### config.mk
export PLATFORM = sky130hd
export DESIGN_NAME = permuted_lane_buffer
export DESIGN_NICKNAME = d
export VERILOG_FILES = /design/src/rtl/plb_pkg.sv /design/src/rtl/lane_regfile.sv /design/src/rtl/permuted_lane_buffer.sv
export SDC_FILE = /design/constraint.sdc
export NUM_CORES = 2
export LEC_CHECK = 0
export ABC_AREA = 1
export CORE_MARGIN = 3
export CORE_UTILIZATION = 56
export DETAILED_ROUTE_END_ITERATION = 6
export PLACE_DENSITY = 0.82
export REMOVE_ABC_BUFFERS = 1
export SYNTH_ARGS = -nofsm -noshare
export SYNTH_HDL_FRONTEND = slang
export SYNTH_SLANG_ARGS = --single-unit
### constraint.sdc
create_clock -name clk -period 8.6 [get_ports clk]
set_input_delay 0.86 -clock clk [delete_from_list [all_inputs] [get_ports clk]]
set_output_delay 0.86 -clock clk [all_outputs]
set_load 0.02 [all_outputs]
### src/rtl/plb_pkg.sv
// Shared definitions for the permuted lane buffer: state geometry, FSM
// states and the lane data type.
package plb_pkg;

    localparam int LANES  = 25;
    localparam int LANE_W = 64;
    localparam int IDX_W  = 5;

    // Mask value meaning every lane slot of the state has been written.
    localparam logic [LANES-1:0] FULL_MASK = '1;

    // Index of the final lane, which closes out a drain.
    localparam logic [IDX_W-1:0] LAST_IDX = IDX_W'(LANES - 1);

    typedef enum logic {
        FILL,
        DRAIN
    } plb_state_t;

    typedef logic [LANE_W-1:0] lane_t;

endpackage

### src/rtl/lane_regfile.sv
// Storage for one 5x5 state of 64-bit lanes. One synchronous write port
// fed by the permutation stage and one asynchronous read port used by the
// drain side. Contents are deliberately not reset; the control logic never
// presents a slot before it has been written in the current fill.
import plb_pkg::*;

module lane_regfile (
    input  logic             clk,
    input  logic             i_wrEn,
    input  logic [IDX_W-1:0] i_wrAddr,
    input  lane_t            i_wrData,
    input  logic [IDX_W-1:0] i_rdAddr,
    output lane_t            o_rdData
);

    lane_t r_mem [LANES];

    // Capture a lane into its destination slot on an accepted write.
    always_ff @(posedge clk) begin
        if (i_wrEn) begin
            r_mem[i_wrAddr] <= i_wrData;
        end
    end

    assign o_rdData = r_mem[i_rdAddr];

endmodule

### src/rtl/permuted_lane_buffer.sv
// Permuted lane buffer: gathers 25 lanes written in scattered index order,
// then streams them out in ascending index order over valid/ready.
// Optional feature: define PLB_DUP_CHECK_EN to add the sticky err_dup
// output flagging writes to an already-filled slot.
import plb_pkg::*;

module permuted_lane_buffer (
    input  logic              clk,
    input  logic              rst,
    input  logic              wr_en,
    input  logic [IDX_W-1:0]  wr_idx,
    input  logic [LANE_W-1:0] wr_lane,
    output logic              wr_rdy,
    output logic [IDX_W-1:0]  fill_cnt,
    output logic              out_valid,
    input  logic              out_ready,
    output logic [IDX_W-1:0]  out_idx,
    output logic [LANE_W-1:0] out_lane,
    output logic              out_last,
`ifdef PLB_DUP_CHECK_EN
    output logic              err_dup,
`endif
    output logic              err_range
);

    plb_state_t       r_state;
    plb_state_t       w_stateNext;
    logic [LANES-1:0] r_mask;
    logic [LANES-1:0] w_maskNext;
    logic [IDX_W-1:0] r_fillCnt;
    logic [IDX_W-1:0] w_fillCntNext;
    logic [IDX_W-1:0] r_rdPtr;
    logic [IDX_W-1:0] w_rdPtrNext;
    logic             r_errRange;
    logic             w_errRangeNext;
    logic             w_memWr;
    logic [LANES-1:0] w_slotOneHot;
    lane_t            w_rdLane;
`ifdef PLB_DUP_CHECK_EN
    logic             r_errDup;
    logic             w_errDupNext;
`endif

    assign w_slotOneHot = LANES'(1) << wr_idx;

    lane_regfile u_regfile (
        .clk      (clk),
        .i_wrEn   (w_memWr),
        .i_wrAddr (wr_idx),
        .i_wrData (wr_lane),
        .i_rdAddr (r_rdPtr),
        .o_rdData (w_rdLane)
    );

    // Next-state logic: FILL accepts scattered writes and tracks which slots
    // are populated; DRAIN walks the read pointer once per handshake and
    // re-arms the buffer after the last lane is taken.
    always_comb begin
        w_stateNext    = r_state;
        w_maskNext     = r_mask;
        w_fillCntNext  = r_fillCnt;
        w_rdPtrNext    = r_rdPtr;
        w_errRangeNext = r_errRange;
        w_memWr        = 1'b0;
`ifdef PLB_DUP_CHECK_EN
        w_errDupNext   = r_errDup;
`endif
        case (r_state)
            FILL: begin
                if (wr_en) begin
                    if (wr_idx < IDX_W'(LANES)) begin
                        w_memWr    = 1'b1;
                        w_maskNext = r_mask | w_slotOneHot;
                        if ((r_mask & w_slotOneHot) == '0) begin
                            w_fillCntNext = r_fillCnt + IDX_W'(1);
                        end
`ifdef PLB_DUP_CHECK_EN
                        else begin
                            w_errDupNext = 1'b1;
                        end
`endif
                        if (w_maskNext == FULL_MASK) begin
                            w_stateNext = DRAIN;
                        end
                    end else begin
                        w_errRangeNext = 1'b1;
                    end
                end
            end
            DRAIN: begin
                if (out_ready) begin
                    if (r_rdPtr == LAST_IDX) begin
                        w_maskNext    = '0;
                        w_fillCntNext = '0;
                        w_rdPtrNext   = '0;
                        w_stateNext   = FILL;
                    end else begin
                        w_rdPtrNext = r_rdPtr + IDX_W'(1);
                    end
                end
            end
            default: begin
                w_stateNext = FILL;
            end
        endcase
    end

    // State register with synchronous reset; clearing the mask is what keeps
    // stale lane contents from ever being presented after an abort.
    always_ff @(posedge clk) begin
        if (rst) begin
            r_state    <= FILL;
            r_mask     <= '0;
            r_fillCnt  <= '0;
            r_rdPtr    <= '0;
            r_errRange <= 1'b0;
`ifdef PLB_DUP_CHECK_EN
            r_errDup   <= 1'b0;
`endif
        end else begin
            r_state    <= w_stateNext;
            r_mask     <= w_maskNext;
            r_fillCnt  <= w_fillCntNext;
            r_rdPtr    <= w_rdPtrNext;
            r_errRange <= w_errRangeNext;
`ifdef PLB_DUP_CHECK_EN
            r_errDup   <= w_errDupNext;
`endif
        end
    end

    assign wr_rdy    = (r_state == FILL);
    assign out_valid = (r_state == DRAIN);
    assign fill_cnt  = r_fillCnt;
    assign out_idx   = out_valid ? r_rdPtr : '0;
    assign out_lane  = out_valid ? w_rdLane : '0;
    assign out_last  = out_valid && (r_rdPtr == LAST_IDX);
    assign err_range = r_errRange;
`ifdef PLB_DUP_CHECK_EN
    assign err_dup   = r_errDup;
`endif

endmodule

==> metrics.md <==
| Metric | Value |
|---|---|
| Top fanout value on the critical path | 90 |
| CTS tree | built |
| Slew Limit Fails | 0 |
| Final setup viols | 0 |
| Height of the chip | 345.4 um |
| Die W | between 300 and 400 um |
| Sink Count | 1642 |
| Root Driver | clkbuf_16 |
| Tcrit/Tclk final | 71.12% |
| RSZ-0062 raised after global routing | no |
| Dominant cells by area after synthesis | edfxtp_1 74%, o21ai_0 6.2%, nor2_1 5.1%, o221ai_1 2.7%, nand2_1 1.9% |
| Post-CTS sizing | 0 |
| Worst setup EP type | primary output |
| Clock share of power | 42.8% |
| Net Sw Frac | 20.10% |
| Seq pwr share | 55.7% |
| Cell Area, Synth | 0.06451 mm2 |
| Core ar. | 0.1134 mm2 |
| Yosys reg bits | roughly 1600 |
| Cells after Synth | slightly below 5000 |
| Clk slew on worst S/H paths | 0.06 ns |
| Met3 Usage GRT | 6.176% |
| Sequential Area | 0.04891 mm2 |
| Register area share after synthesis | 75.78% |
| DR pass1 iterations | 6 |
| Worst IR drop on VDD | between 200 and 250 uV |
| Leading area contributor after synthesis | edfxtp_1 |
| P_int | approximately 13 mW |
| Most used routing layer in global routing | met2 |
| Total Routing Usage GR | 27.34% |
| Starting Density | 56.87% |
| IO Port Bufs | 150 |
| Drt via density | 6.617 |
| Combinational share of power | 1.6% |
| Final net count | 4951 |
| CTS Hold Bufs | 0 |
| Ys flop type | edfxtp_1 |
| Setup TNS Final | 0 ns |
| Psw | 3.193 mW |
| Post-CTS Setup Inserts | 0 |
| Area of the multi-input gates | 0.01400 mm2 |
| Rows | 123 |
| # DRC | 0 |
| Worst path required time | 7.74 ns |
| Placed Area | ~0.067 mm2 |
| Largest net degree at the start of global routing | 229 |
| Met1 GRT Util | 36.48% |
| Max Cap Violations | 0 |
| Type of origin of the critical path | register |
| Mean Syn Cell Area | 13.27 um2 |
| Number of global-route vias before repair | 41980 |
| Die ar. | ~0.12 mm2 |
| CTS buffer count | roughly 160 |
| Skew-Pair Late Insertion Delay | between 0.7 and 0.8 ns |
| CP arrival | 5.26 ns |
| I/O pins | 151 |
| Least-Margin Pin Slew | 1.151 ns |
| Clk buf depth | 3 |
| Count of cell types in the netlist | 36 |
| Setup Crit Path Kind | register to primary output |
| H-tree depth | 4 |
| Post-synth EDFFs | 1600 |
| Congestion Overflow GR | 0 |
| Yosys warning count | 0 |
| Slew HR | between 20% and 30% |
| Met2 usage | 43.27% |
| Fin area | roughly 0.072 mm2 |
| Tot Pwr | between 15 and 20 mW |
| Share of cells above drive strength 1 | under 10% |
| Reg2Reg Depth | 6 |
| Routed Wire Length | 168700 um |
| Hold WC Path Type | register to register |
| Post-layout minimum cycle time | a little over 6 ns |
| Status | finished, final reports clean |
| Detailed placement HPWL | around 80000 um |
| Hold Path Stages | 2 |
| Final Util | approximately 64% |
| Global placement routability congestion | 0.9184 |
| Static Leak | 23.24 nW |
| Final hold vios | 0 |
| Number of nets with antenna violations after routing | 0 |
| First-pass GRT wire length | 250300 um |
| Post-synthesis async set-or-reset flop share | 0% |
| Area share of the largest cell type after synthesis | 74.48% |
| Routed length per instance | roughly 26 um |
| Hold slack | 0.4758 ns |
| Antenna violations before repair | 8 |
| Clock skew | 0.02959 ns |
| Pwr per Cell Area | ~220 mW/mm2 |
| Area delta synth->final | 11.85% |
| Fmax | 0.1635 GHz |
| Via count | 43090 |
| Starting DRT DRC Count | 6908 |
| Fill count | roughly 7500 |
==> synth_stat cells (3+ instances only) <==
cell type,count
a21oi_1,100
a31oi_1,17
buf_1,4
buf_2,68
buf_4,31
buf_6,4
clkbuf_1,252
dfxtp_1,42
edfxtp_1,1600
ha_1,3
inv_1,43
inv_2,9
nand2_1,329
nand2_2,4
nand3_1,133
nand4_1,11
nor2_1,874
nor2_2,3
nor3_1,15
o211ai_1,83
o21ai_0,799
o21ai_1,35
o221ai_1,197
o22a_1,7
o22ai_1,181
or2_2,6
==> critical path, cell delays in order (launching register included) <==
cell             delay, ns
dfxtp_4               0.79
buf_4                 0.79
buf_4                 0.84
o21ai_0               0.36
o221ai_1              0.33
nand3_1               0.10
nand2_1               0.13
nor2_1                0.09
nor2_1                0.25
clkdlybuf4s50_1       0.65
==> kinds of logic (layout without fill, tap and decap cells) <==
| family | after synthesis | after routing | synth area share (%) |
|---|---|---|---|
| DFF | 1642 | 1642 | 75.78 |
| adders and majority gates | 3 | 3 | 0.05819 |
| and+or+nand+nor | 1380 | 1380 | 8.447 |
| other | 0 | 6 | 0 |
| buffers and inverters | 414 | 558 | 2.770 |
| AOI/OAI and AO/OA | 1420 | 1420 | 12.91 |
| xor gates and xnor gates | 2 | 2 | 0.02716 |
==> placed cells by master, fill, tap and decap left out, types with 100 or more instances in the layout <==
cell / instances
a21oi_1: 100
o22ai_1: 181
edfxtp_1: 1600
nand2_1: 329
clkbuf_16: 158
o221ai_1: 197
nor2_1: 859
nand3_1: 133
clkdlybuf4s50_1: 150
o21ai_0: 799
==> stage by stage <==
stage / setup slack, ns / instances
finish: 2.484 / 6511
CTS: 2.545 / 6505
floorplan: -24.49 / 4501
global route: 2.342 / 6505
global placement: 3.464 / 6216
detailed placement: 3.396 / 6216
==> metal layers <==
layer,wire length (um),vias to the layer above
met5,35,-
met4,7258,6
met3,22120,607
met2,79440,3427
met1,59820,20740
li1,-,18310
==> path summary, 6_finish.rpt <==
check / from / endpoint / slack (ns)
setup / recovery: register / out_lane[35] / 2.48
hold / removal: r_mask[21] / r_mask[21] / 0.48
setup reg to reg: out_valid / u_regfile.r_mem[22][51] / 3.96
hold reg to reg: r_mask[21] / r_mask[21] / 0.48
==> area by class of cell <==
cell class                 count  share of cell area, %
clock inverter                99                  1.372
clock buffer                 190                  5.646
multi-input combinational   2805                  19.40
antenna                        6                0.02081
timing repair buffer         215                  2.844
tap                         1500                  2.601
inverter                      54                 0.3312
sequential                  1642                  67.78
==> power groups by stage <==
stage / combinational (mW) / sequential (mW) / clock (mW)
after floorplan: 0.0565 / 9.02 / 0
after global placement: 0.234 / 9.01 / 0
after detailed placement: 0.242 / 9.02 / 0
after CTS: 0.243 / 8.85 / 6.81
after global routing: 0.265 / 8.85 / 7.13
final: 0.247 / 8.85 / 6.79
==> sequential cells by signal, indices dropped and copies added, names as in the netlist, named ones only <==
| signal | count |
|---|---|
| r_rdPtr | 5 |
| err_range | 1 |
| u_regfile.r_mem | 1600 |
| fill_cnt | 5 |
| out_valid | 1 |
| r_mask | 25 |
Note: power is estimated with default switching activity, not from simulation.
